## config.mk

```make
export PLATFORM = sky130hd
export DESIGN_NAME = jp_inv_process_flat
export DESIGN_NICKNAME = d
export VERILOG_FILES = /design/src/rtl/jp_pkg.sv /design/src/rtl/jp_inv_process_if.sv /design/src/rtl/jp_inv_lane.sv /design/src/rtl/jp_inv_process.sv /design/src/flat_wrapper.sv
export SDC_FILE = /design/constraint.sdc
export NUM_CORES = 2
export LEC_CHECK = 0
export CORE_ASPECT_RATIO = 0.6
export CORE_MARGIN = 2
export CORE_UTILIZATION = 50
export CTS_BUF_LIST = sky130_fd_sc_hd__clkbuf_8 sky130_fd_sc_hd__clkbuf_16
export DETAILED_ROUTE_END_ITERATION = 8
export HOLD_SLACK_MARGIN = 0.08
export PLACE_DENSITY = 0.86
export SETUP_SLACK_MARGIN = 0.15
export SLEW_MARGIN = 5
export SYNTH_ARGS = -nofsm -noshare
export SYNTH_HDL_FRONTEND = slang
export SYNTH_SLANG_ARGS = --single-unit
```

## constraint.sdc

```tcl
create_clock -name clk_fast -period 12.1 [get_ports clk_fast]
set_clock_uncertainty 0.1 [all_clocks]
set_input_delay 1.21 -clock clk_fast [delete_from_list [all_inputs] [get_ports clk_fast]]
set_output_delay 1.21 -clock clk_fast [all_outputs]
set_load 0.005 [all_outputs]
```

## src/rtl/jp_pkg.sv

```systemverilog
// jp_pkg: shared widths, flag bit positions and FSM states for the inverse 5/3 lifting engine
package jp_pkg;
    localparam int LANES     = 16;
    localparam int W_SAMP    = 9;
    localparam int W_FLG     = 5;
    localparam int W_RES     = 10;
    localparam int W_ADDR    = 10;
    localparam int W_LANE    = $clog2(LANES);
    localparam int W_CNT     = $clog2(LANES) + 1;
    localparam int FLG_ODD   = 0;
    localparam int FLG_LEDGE = 1;
    localparam int FLG_REDGE = 2;
    localparam int FLG_EN    = 3;
    localparam int FLG_RSV   = 4;
    localparam logic [W_LANE-1:0] LAST_LANE = W_LANE'(LANES - 1);
    typedef enum logic [1:0] {IDLE, RUN, DONE} state_t;
endpackage

```

## src/rtl/jp_inv_process_if.sv

```systemverilog
// jp_inv_process_if: job request (packed samples, flags, base address) and result-RAM write port
interface jp_inv_process_if;
    import jp_pkg::*;
    logic                      start;
    logic [LANES*W_SAMP-1:0]   left_s_i;
    logic [LANES*W_SAMP-1:0]   sam_s_i;
    logic [LANES*W_SAMP-1:0]   right_s_i;
    logic [LANES*W_FLG-1:0]    flgs_s_i;
    logic [W_ADDR-1:0]         base_addr;
    logic                      busy;
    logic                      done;
    logic                      res_we;
    logic [W_ADDR-1:0]         res_addr;
    logic [W_RES-1:0]          res_din;
    logic                      res_ready;
    modport master (
        output start, left_s_i, sam_s_i, right_s_i, flgs_s_i, base_addr, res_ready,
        input  busy, done, res_we, res_addr, res_din
    );
    modport slave (
        input  start, left_s_i, sam_s_i, right_s_i, flgs_s_i, base_addr, res_ready,
        output busy, done, res_we, res_addr, res_din
    );
endinterface

```

## src/rtl/jp_inv_lane.sv

```systemverilog
// jp_inv_lane: combinational inverse 5/3 step for one lane (predict on odd lanes, update on even)
module jp_inv_lane
    import jp_pkg::*;
(
    input  logic [W_SAMP-1:0] i_l,
    input  logic [W_SAMP-1:0] i_s,
    input  logic [W_SAMP-1:0] i_r,
    input  logic [W_FLG-1:0]  i_flg,
    output logic [W_RES-1:0]  o_res
);
    logic signed [11:0] w_l, w_s, w_r, w_le, w_re, w_sum, w_x;
    logic               w_both;
    logic               w_unused;
    // Edge substitution, then odd: s + (L+R)/2, even: s - (L+R+2)/4, all in 12-bit signed
    always_comb begin
        w_l    = {{(12-W_SAMP){i_l[W_SAMP-1]}}, i_l};
        w_s    = {{(12-W_SAMP){i_s[W_SAMP-1]}}, i_s};
        w_r    = {{(12-W_SAMP){i_r[W_SAMP-1]}}, i_r};
        w_both = i_flg[FLG_LEDGE] && i_flg[FLG_REDGE];
        w_le   = w_both ? w_s : i_flg[FLG_LEDGE] ? w_r : w_l;
        w_re   = w_both ? w_s : i_flg[FLG_REDGE] ? w_l : w_r;
        w_sum  = w_le + w_re;
        w_x    = i_flg[FLG_ODD] ? w_s + (w_sum >>> 1) : w_s - ((w_sum + 12'sd2) >>> 2);
        o_res  = w_x[W_RES-1:0];
    end
    // The reserved flag and the sign-extension bits above the result never influence the output
    assign w_unused = ^{i_flg[FLG_RSV], w_x[11:W_RES]};
endmodule

```

## src/rtl/jp_inv_process.sv

```systemverilog
// jp_inv_process: serial 16-lane inverse 5/3 lifting engine writing results to the result RAM
// Optional macro JP_WCNT_EN adds wr_count, the number of lanes written in the last job.
module jp_inv_process
    import jp_pkg::*;
(
    input  logic               clk_fast,
    input  logic               rst,
`ifdef JP_WCNT_EN
    output logic [W_CNT-1:0]   wr_count,
`endif
    jp_inv_process_if.slave    bus
);
    state_t                    r_state;
    logic [W_LANE-1:0]         r_k;
    logic [LANES*W_SAMP-1:0]   r_left, r_sam, r_right;
    logic [LANES*W_FLG-1:0]    r_flg;
    logic [W_ADDR-1:0]         r_base, r_addr;
    logic [W_RES-1:0]          r_din;
    logic                      r_busy, r_done, r_we;
    logic                      w_idle, w_adv;
    logic [W_LANE-1:0]         w_nk;
    logic [LANES*W_SAMP-1:0]   w_left, w_sam, w_right;
    logic [LANES*W_FLG-1:0]    w_flgs;
    logic [W_ADDR-1:0]         w_base, w_addr;
    logic [W_SAMP-1:0]         w_l, w_s, w_r;
    logic [W_FLG-1:0]          w_f;
    logic [W_RES-1:0]          w_res;
`ifdef JP_WCNT_EN
    logic [W_CNT-1:0]          r_acc, r_wcnt, w_acc;
`endif

    // Lane to load next: lane 0 of the incoming job while idle, otherwise the lane after r_k
    always_comb begin
        w_idle  = r_state == IDLE;
        w_nk    = w_idle ? '0 : r_k + W_LANE'(1);
        w_left  = w_idle ? bus.left_s_i  : r_left;
        w_sam   = w_idle ? bus.sam_s_i   : r_sam;
        w_right = w_idle ? bus.right_s_i : r_right;
        w_flgs  = w_idle ? bus.flgs_s_i  : r_flg;
        w_base  = w_idle ? bus.base_addr : r_base;
        w_l     = w_left[int'(w_nk)*W_SAMP +: W_SAMP];
        w_s     = w_sam[int'(w_nk)*W_SAMP +: W_SAMP];
        w_r     = w_right[int'(w_nk)*W_SAMP +: W_SAMP];
        w_f     = w_flgs[int'(w_nk)*W_FLG +: W_FLG];
        w_addr  = w_base + W_ADDR'(w_nk);
        w_adv   = !r_we || bus.res_ready;
    end

    jp_inv_lane u_lane (
        .i_l   (w_l),
        .i_s   (w_s),
        .i_r   (w_r),
        .i_flg (w_f),
        .o_res (w_res)
    );

`ifdef JP_WCNT_EN
    assign w_acc    = r_acc + W_CNT'(r_we && bus.res_ready);
    assign wr_count = r_wcnt;
`endif

    // Job FSM: capture on start, present one lane at a time, hold a write until the RAM accepts it
    always_ff @(posedge clk_fast) begin
        if (rst) begin
            r_state <= IDLE;
            r_k     <= '0;
            r_busy  <= 1'b0;
            r_done  <= 1'b0;
            r_we    <= 1'b0;
            r_addr  <= '0;
            r_din   <= '0;
            r_left  <= '0;
            r_sam   <= '0;
            r_right <= '0;
            r_flg   <= '0;
            r_base  <= '0;
`ifdef JP_WCNT_EN
            r_acc   <= '0;
            r_wcnt  <= '0;
`endif
        end else begin
            case (r_state)
                IDLE: if (bus.start) begin
                    r_left  <= bus.left_s_i;
                    r_sam   <= bus.sam_s_i;
                    r_right <= bus.right_s_i;
                    r_flg   <= bus.flgs_s_i;
                    r_base  <= bus.base_addr;
                    r_k     <= '0;
                    r_busy  <= 1'b1;
                    r_we    <= w_f[FLG_EN];
                    r_addr  <= w_addr;
                    r_din   <= w_res;
                    r_state <= RUN;
`ifdef JP_WCNT_EN
                    r_acc   <= '0;
`endif
                end
                RUN: if (w_adv) begin
`ifdef JP_WCNT_EN
                    r_acc <= w_acc;
`endif
                    if (r_k == LAST_LANE) begin
                        r_busy  <= 1'b0;
                        r_done  <= 1'b1;
                        r_we    <= 1'b0;
                        r_state <= DONE;
`ifdef JP_WCNT_EN
                        r_wcnt  <= w_acc;
`endif
                    end else begin
                        r_k    <= w_nk;
                        r_we   <= w_f[FLG_EN];
                        r_addr <= w_addr;
                        r_din  <= w_res;
                    end
                end
                DONE: begin
                    r_done  <= 1'b0;
                    r_state <= IDLE;
                end
                default: r_state <= IDLE;
            endcase
        end
    end

    assign bus.busy     = r_busy;
    assign bus.done     = r_done;
    assign bus.res_we   = r_we;
    assign bus.res_addr = r_addr;
    assign bus.res_din  = r_din;
endmodule

```

## src/flat_wrapper.sv

```systemverilog
// flat-port wrapper written by rule: the top's interface ports become plain ports
module jp_inv_process_flat import jp_pkg::*;
  (clk_fast, rst, bus_start, bus_left_s_i, bus_sam_s_i, bus_right_s_i, bus_flgs_s_i, bus_base_addr, bus_res_ready, bus_busy, bus_done, bus_res_we, bus_res_addr, bus_res_din);
  jp_inv_process_if bus_i ();
  input  logic clk_fast;
  input  logic rst;
  input wire logic [$bits(bus_i.start)-1:0] bus_start;
  input wire logic [$bits(bus_i.left_s_i)-1:0] bus_left_s_i;
  input wire logic [$bits(bus_i.sam_s_i)-1:0] bus_sam_s_i;
  input wire logic [$bits(bus_i.right_s_i)-1:0] bus_right_s_i;
  input wire logic [$bits(bus_i.flgs_s_i)-1:0] bus_flgs_s_i;
  input wire logic [$bits(bus_i.base_addr)-1:0] bus_base_addr;
  input wire logic [$bits(bus_i.res_ready)-1:0] bus_res_ready;
  output wire logic [$bits(bus_i.busy)-1:0] bus_busy;
  output wire logic [$bits(bus_i.done)-1:0] bus_done;
  output wire logic [$bits(bus_i.res_we)-1:0] bus_res_we;
  output wire logic [$bits(bus_i.res_addr)-1:0] bus_res_addr;
  output wire logic [$bits(bus_i.res_din)-1:0] bus_res_din;
  assign bus_i.start = bus_start;
  assign bus_i.left_s_i = bus_left_s_i;
  assign bus_i.sam_s_i = bus_sam_s_i;
  assign bus_i.right_s_i = bus_right_s_i;
  assign bus_i.flgs_s_i = bus_flgs_s_i;
  assign bus_i.base_addr = bus_base_addr;
  assign bus_i.res_ready = bus_res_ready;
  assign bus_busy = bus_i.busy;
  assign bus_done = bus_i.done;
  assign bus_res_we = bus_i.res_we;
  assign bus_res_addr = bus_i.res_addr;
  assign bus_res_din = bus_i.res_din;
  jp_inv_process u_core (.clk_fast(clk_fast), .rst(rst), .bus(bus_i));
endmodule
```

* Word level (Yosys, flattened, before mapping) *
Index checks and enable logic that the tools add are counted.

storage, ports and cells
  register bits = 551
  bits of input ports = 526
  output and inout bits = 23
  logic and storage cells = 81

cells by class
  add/subtract/negate cells = 6
  multiply operators = 2
  equal/unequal tests = 7
  shift-type cells = 4
  muxes and demuxes = 38
  reduce and logical (&&, ||, !) cells = 12

operators with widths
  cell                   number
  $mux 144               3
  $shiftx 144x32->9      2
  $shiftx 144x9->9       1
  $mux 10                8
  $mux 80                1
  $shiftx 80x32->4       1
  $mux 12                4
  $pmux 10 s2            2
  $mux 4                 4
  $add 12x12->12         1
  $add 12x3->12 const B  1
  $add 10x4->10          1
  $add 9x10->10          1
  $sub 9x10->10          1
  $reduce_and 3->1       3
  $mul 4x4->8 const B    1
  $mux 1                 8
  $pmux 4 s2             1
  $reduce_and 4->1       2
  $mul 4x3->7 const B    1
  $mux 2                 3
  $pmux 1 s2             3
  $add 4x1->4 const B    1
  $eq 4x4->1 const B     1
  other kinds (11)       14

* Logic depth before layout (Yosys ltp) *
  depth in word-level cells = 13
  depth in mapped cells = 37
  depth with buffers taken out = 35

* Cells and area by module *
A second synthesis with hierarchy kept.

unflattened totals
  cell total of the unflattened synthesis = 3067
  area total of the unflattened synthesis = 25695.9 um^2

modules (own cells, without submodules)
  module          instances  cells an instance  area each (um^2)  seq. area each (um^2)
  jp_inv_process  1          2826               23969.2           11030.6
  jp_inv_lane     1          241                1726.7            0.0

* Worst setup path before layout *
Ideal clock, no wire load.

  path kind = reg-to-reg
  from = register u_core.r_k[1]
  to = register u_core.r_din[9], in the netlist u_core.bus.res_din[9]
  library setup time = 72 ps
  data arrival time = 8192 ps
  data required time = 11928 ps
  setup slack = 3737 ps
  stages on the path, launching flop included = 37
  buffers on the path = 9
  period minus slack after synthesis = 8363 ps
  path through = dfxtp_1 -> ha_1 -> buf_4 -> buf_6 -> buf_2 -> buf_1 -> buf_2 -> clkbuf_1 -> clkbuf_1 -> clkbuf_1 -> o22ai_1 -> nand2_1 -> a21oi_1 -> o32ai_1 -> mux2i_1 -> ha_1 -> and2_1 -> and4_1 -> or4_4 -> and2_4 -> buf_2 -> xnor2_1 -> ha_1 -> xnor2_1 -> o21ai_0 -> a31o_2 -> ha_1 -> a21oi_1 -> o21bai_1 -> a2111o_1 -> a41oi_1 -> xnor2_1 -> xor2_1 -> o21ai_0 -> a31oi_1 -> o31a_1 -> a2bb2oi_1

on the way
  word-level cells in the longest chain between the ends = 13
  elaborated cells between the ends (all ways) = 25
  those cells by class = add/sub (5); mul (2); eq/ne (2); shift (4); mux (10); reduce/logical (2)

RTL lines
  what                                               RTL line                              RTL
  from (decl)                                        jp_inv_process.sv:14                  logic [W_LANE-1:0] r_k;
  from (signal assigned)                             jp_inv_process.sv:112                 r_k <= w_nk;
  $add 4x1->4                                        jp_inv_process.sv:35                  w_nk = w_idle ? '0 : r_k + W_LANE'(1);
  $mux 4                                             jp_inv_process.sv:35
  $mul 4x4->8 / $mul 4x3->7 (equally long branches)  n/a
  $shiftx 144x32->9, or another cell as far along    jp_inv_process.sv:41                  w_l = w_left[int'(w_nk)*W_SAMP +: W_SAMP];
  $mux 12, or another cell as far along              jp_inv_lane.sv:20                     w_le = w_both ? w_s : i_flg[FLG_LEDGE] ? w_r : w_l;
  $mux 12 (on tied branches)                         jp_inv_lane.sv:20, jp_inv_lane.sv:21
  $add 12x12->12                                     jp_inv_lane.sv:22                     w_sum = w_le + w_re;
  $add 12x3->12                                      jp_inv_lane.sv:23                     w_x = i_flg[FLG_ODD] ? w_s + (w_sum >>> 1) : w_s - ((w_sum + 12'sd2) >>> 2);
  $sub 9x10->10                                      jp_inv_lane.sv:23
  $mux 10                                            jp_inv_lane.sv:23
  $mux 10                                            jp_inv_process.sv:103                 if (r_k == LAST_LANE) begin
  $mux 10                                            jp_inv_process.sv:99                  RUN: if (w_adv) begin
  $pmux 10 s2                                        jp_inv_process.sv:82                  case (r_state)
  to (signal assigned)                               jp_inv_process.sv:93                  r_din <= w_res;
  to (signal assigned)                               jp_inv_process.sv:115                 r_din <= w_res;
  to (decl)                                          jp_inv_process.sv:18                  logic [W_RES-1:0] r_din;

Parallel ways exist; a longest one is shown, timed or not. The select of a mux whose other input is x is not followed.
A chain may end at the register's enable or synchronous reset.

* Worst setup path after layout *
  from = register u_core.r_k[0]
  to = register u_core.r_din[9], in the netlist u_core.bus.res_din[9]

The elaborated chain is that of the path after synthesis.

==> out/metrics.csv <==
metric,value,unit
gp_congestion,0.9282,
cp_common_cell,o21ai_0,
die_h,175.8,um
nFillCells,3892,
grt_max_degree,252,
synth_cell_type_count,73,
insertion_delay,590,ps
drv_cap,0,
cts_resized,0,
finalCritPeriodShare,79.44,%
drt_iter0_markers,3078,
worstPathMaxFanout,33,
worstSetupStartpoint,u_core.r_k[0],
clock.fmax,104.0,MHz
synth_most_common_cell,nand2_1,
worstPathArrival,10040,ps
grt_pass1_vias,22283,
track_usage,32.50,%
synth_top_cell_by_area,dfxtp_1,
layout.nets,4032,
synth_cells,3114,
yosysWarnings,0,
cts_hold_buf,0,
p_leak,11.66,nW
numCtsBuffers,48,
setup_violations,0,
start_util,51.05,%
die_w,290.3,um
area_growth,29.34,%
synthArstFlopShare,0,%
syn_area_per_cell,7.897,um^2
cts.sinks,535,
clk_pin_slew_worst_paths,80,ps
grt_pass1_wl,129400,um
min_from,u_core.bus.res_addr[3],
start_kind,flop,
io_pins,549,
post_cts_buffers,0,
h-tree-depth,2,
synth_top_area_share,43.55,%
final_cell_area,0.03181,mm^2
grt_setup_unrepaired,no,
synth_fp_nets,3667,
status,"finished, final reports clean",
peakVddDrop,129.0,uV
vias,24100,
ys_seq_elements,535,
max_slew_margin,15.89,%
crit_required,12530,ps
synth_edf_count,0,
synthTopCellsByArea,"dfxtp_1 44%, nand2_1 17%, a21oi_1 12%, mux4_2 6.1%, mux2i_1 4.4%",
overflow,0,
synth_area,0.02459,mm^2
drt-total-wl,86460,um
cts_tree,built,
hold_path_class,reg2reg,
hold_violations,0,
critical_path_class,reg2reg,
wl_per_cell,20.74,um
drc,0,
clock_path_buffers,3,
viasPerCell,5.781,
synth_flop_cell,dfxtp_1,
post_dp_cell_area,0.03010,mm^2
worst_pin_slew,1251,ps
final_antenna_net_count,0,
tns,0,ps
critical-path-slowest-cell,dfxtp_4,
antenna_found_initial,21,
die-area,0.05103,mm^2
cpPeakStageDelay,710,ps
end_kind,flop,
port_buffers,532,
r2r-start,u_core.r_k[0],
slew_viol_final,0,
core,0.04817,mm^2
num_rows,62,
drive_gt1_share,6.092,%
dr.pass1.iters,6,
p_per_area,154.9,mW/mm^2
period_minus_slack,9612,ps
synth_common_cells,"1,113 x nand2_1, 578 x a21oi_1, 535 x dfxtp_1, 219 x clkbuf_1, 108 x mux2i_1",
synth-seq-area-share,43.55,%
clockRootBuffer,clkbuf_16,
dpl.hpwl,59450,um
==> per-stage QoR <==
step | std cells | setup slack, ps | hold WS, ps | power [W] | util (%)
2_1_floorplan | 3114 | 3737 | 332.9 | 0.002817 | -
4_1_cts | 4153 | 2866 | 353.3 | 0.004907 | 65.94
3_3_place_gp | 4069 | 2879 | 338.4 | 0.003270 | 62.48
5_1_grt | 4168 | 2117 | 365.1 | 0.005137 | 66.02
3_5_place_dp | 4069 | 2924 | 343.4 | 0.003283 | 62.48
6_report | 4169 | 2488 | 350.4 | 0.004928 | 66.03
==> layout by cell type (no fill, tap or decap), drive strengths merged, types with 21 or more instances in the layout <==
cell | synthesis | routed
nand2 | 1113 | 1113
a21oi | 578 | 578
dfxtp | 535 | 535
clkdlybuf4s50 | 0 | 531
mux2i | 108 | 108
nor2 | 73 | 73
mux4 | 67 | 67
clkbuf | 219 | 60
o21ai | 46 | 46
buf | 27 | 30
inv | 25 | 30
nor3 | 27 | 27
ha | 24 | 24
xnor2 | 24 | 24
o22ai | 21 | 21
==> where the power goes <==
group | switching (W) | internal, W
registers | 0.0000681 | 0.00188
logic | 0.000739 | 0.000598
clock network | 0.000713 | 0.000930
total | 0.00152 | 0.00341
==> flip-flops by register name, indices dropped and copies added, names as in the netlist <==
register	cells
u_core.bus.busy	1
u_core.bus.res_din	10
u_core.bus.res_we	1
u_core.r_left	144
u_core.r_right	144
u_core.r_sam	144
u_core.r_flg	64
u_core.r_base	10
u_core.r_k	4
u_core.bus.res_addr	10
u_core.r_state	2
u_core.bus.done	1
==> worst paths after layout <==
| check | end | slack, ps | cells past startpoint |
|---|---|---|---|
| hold reg to reg | u_core.bus.res_addr[3] | 350 | 2 |
| hold / removal | u_core.bus.res_addr[3] | 350 | 2 |
| setup / recovery | u_core.bus.res_din[9] | 2490 | 32 |
| setup reg to reg | u_core.bus.res_din[9] | 2490 | 32 |
==> layout make-up <==
type	instances	area, um^2	share of cell area [%]
Antenna cell	16	40.04	0.1259
Clock buffer	60	1366	4.295
Clock inverter	24	304.0	0.9559
Inverter	26	97.59	0.3068
Multi-Input combinational cell	2307	12890	40.52
Sequential cell	535	10710	33.68
Tap cell	640	800.8	2.518
Timing Repair Buffer	561	5598	17.60
==> layer usage <==
| layer | share of wire (%) | up-vias | GRT usage, % |
|---|---|---|---|
| li1 | - | 11367 | - |
| met1 | 42 | 11418 | 44.21 |
| met2 | 46 | 1134 | 51.52 |
| met3 | 9.4 | 169 | 6.770 |
| met4 | 3.0 | 12 | 11.24 |
| met5 | 0.093 | - | 0 |
==> critical path, delay by kind of cell, from the launching register on <==
family | cells | cell delay, ps
AND/OR/NAND/NOR | 6 | 1870
adder cells (fa/ha/maj) | 2 | 680
AO/OA/AOI/OAI | 17 | 3830
buffers and inverters | 3 | 1220
flip-flops | 1 | 710
XOR/XNOR | 4 | 1120
==> cells by family after synthesis <==
group           after synthesis  share of synthesized area [%]
compound gates              791                          18.20
xor+xnor                     36                          1.445
fa+ha+maj                    27                          1.465
buf+inv                     272                          4.289
flops                       535                          43.55
mux                         185                          10.99
simple gates               1268                          20.06
(Power assumes the default switching activity.)
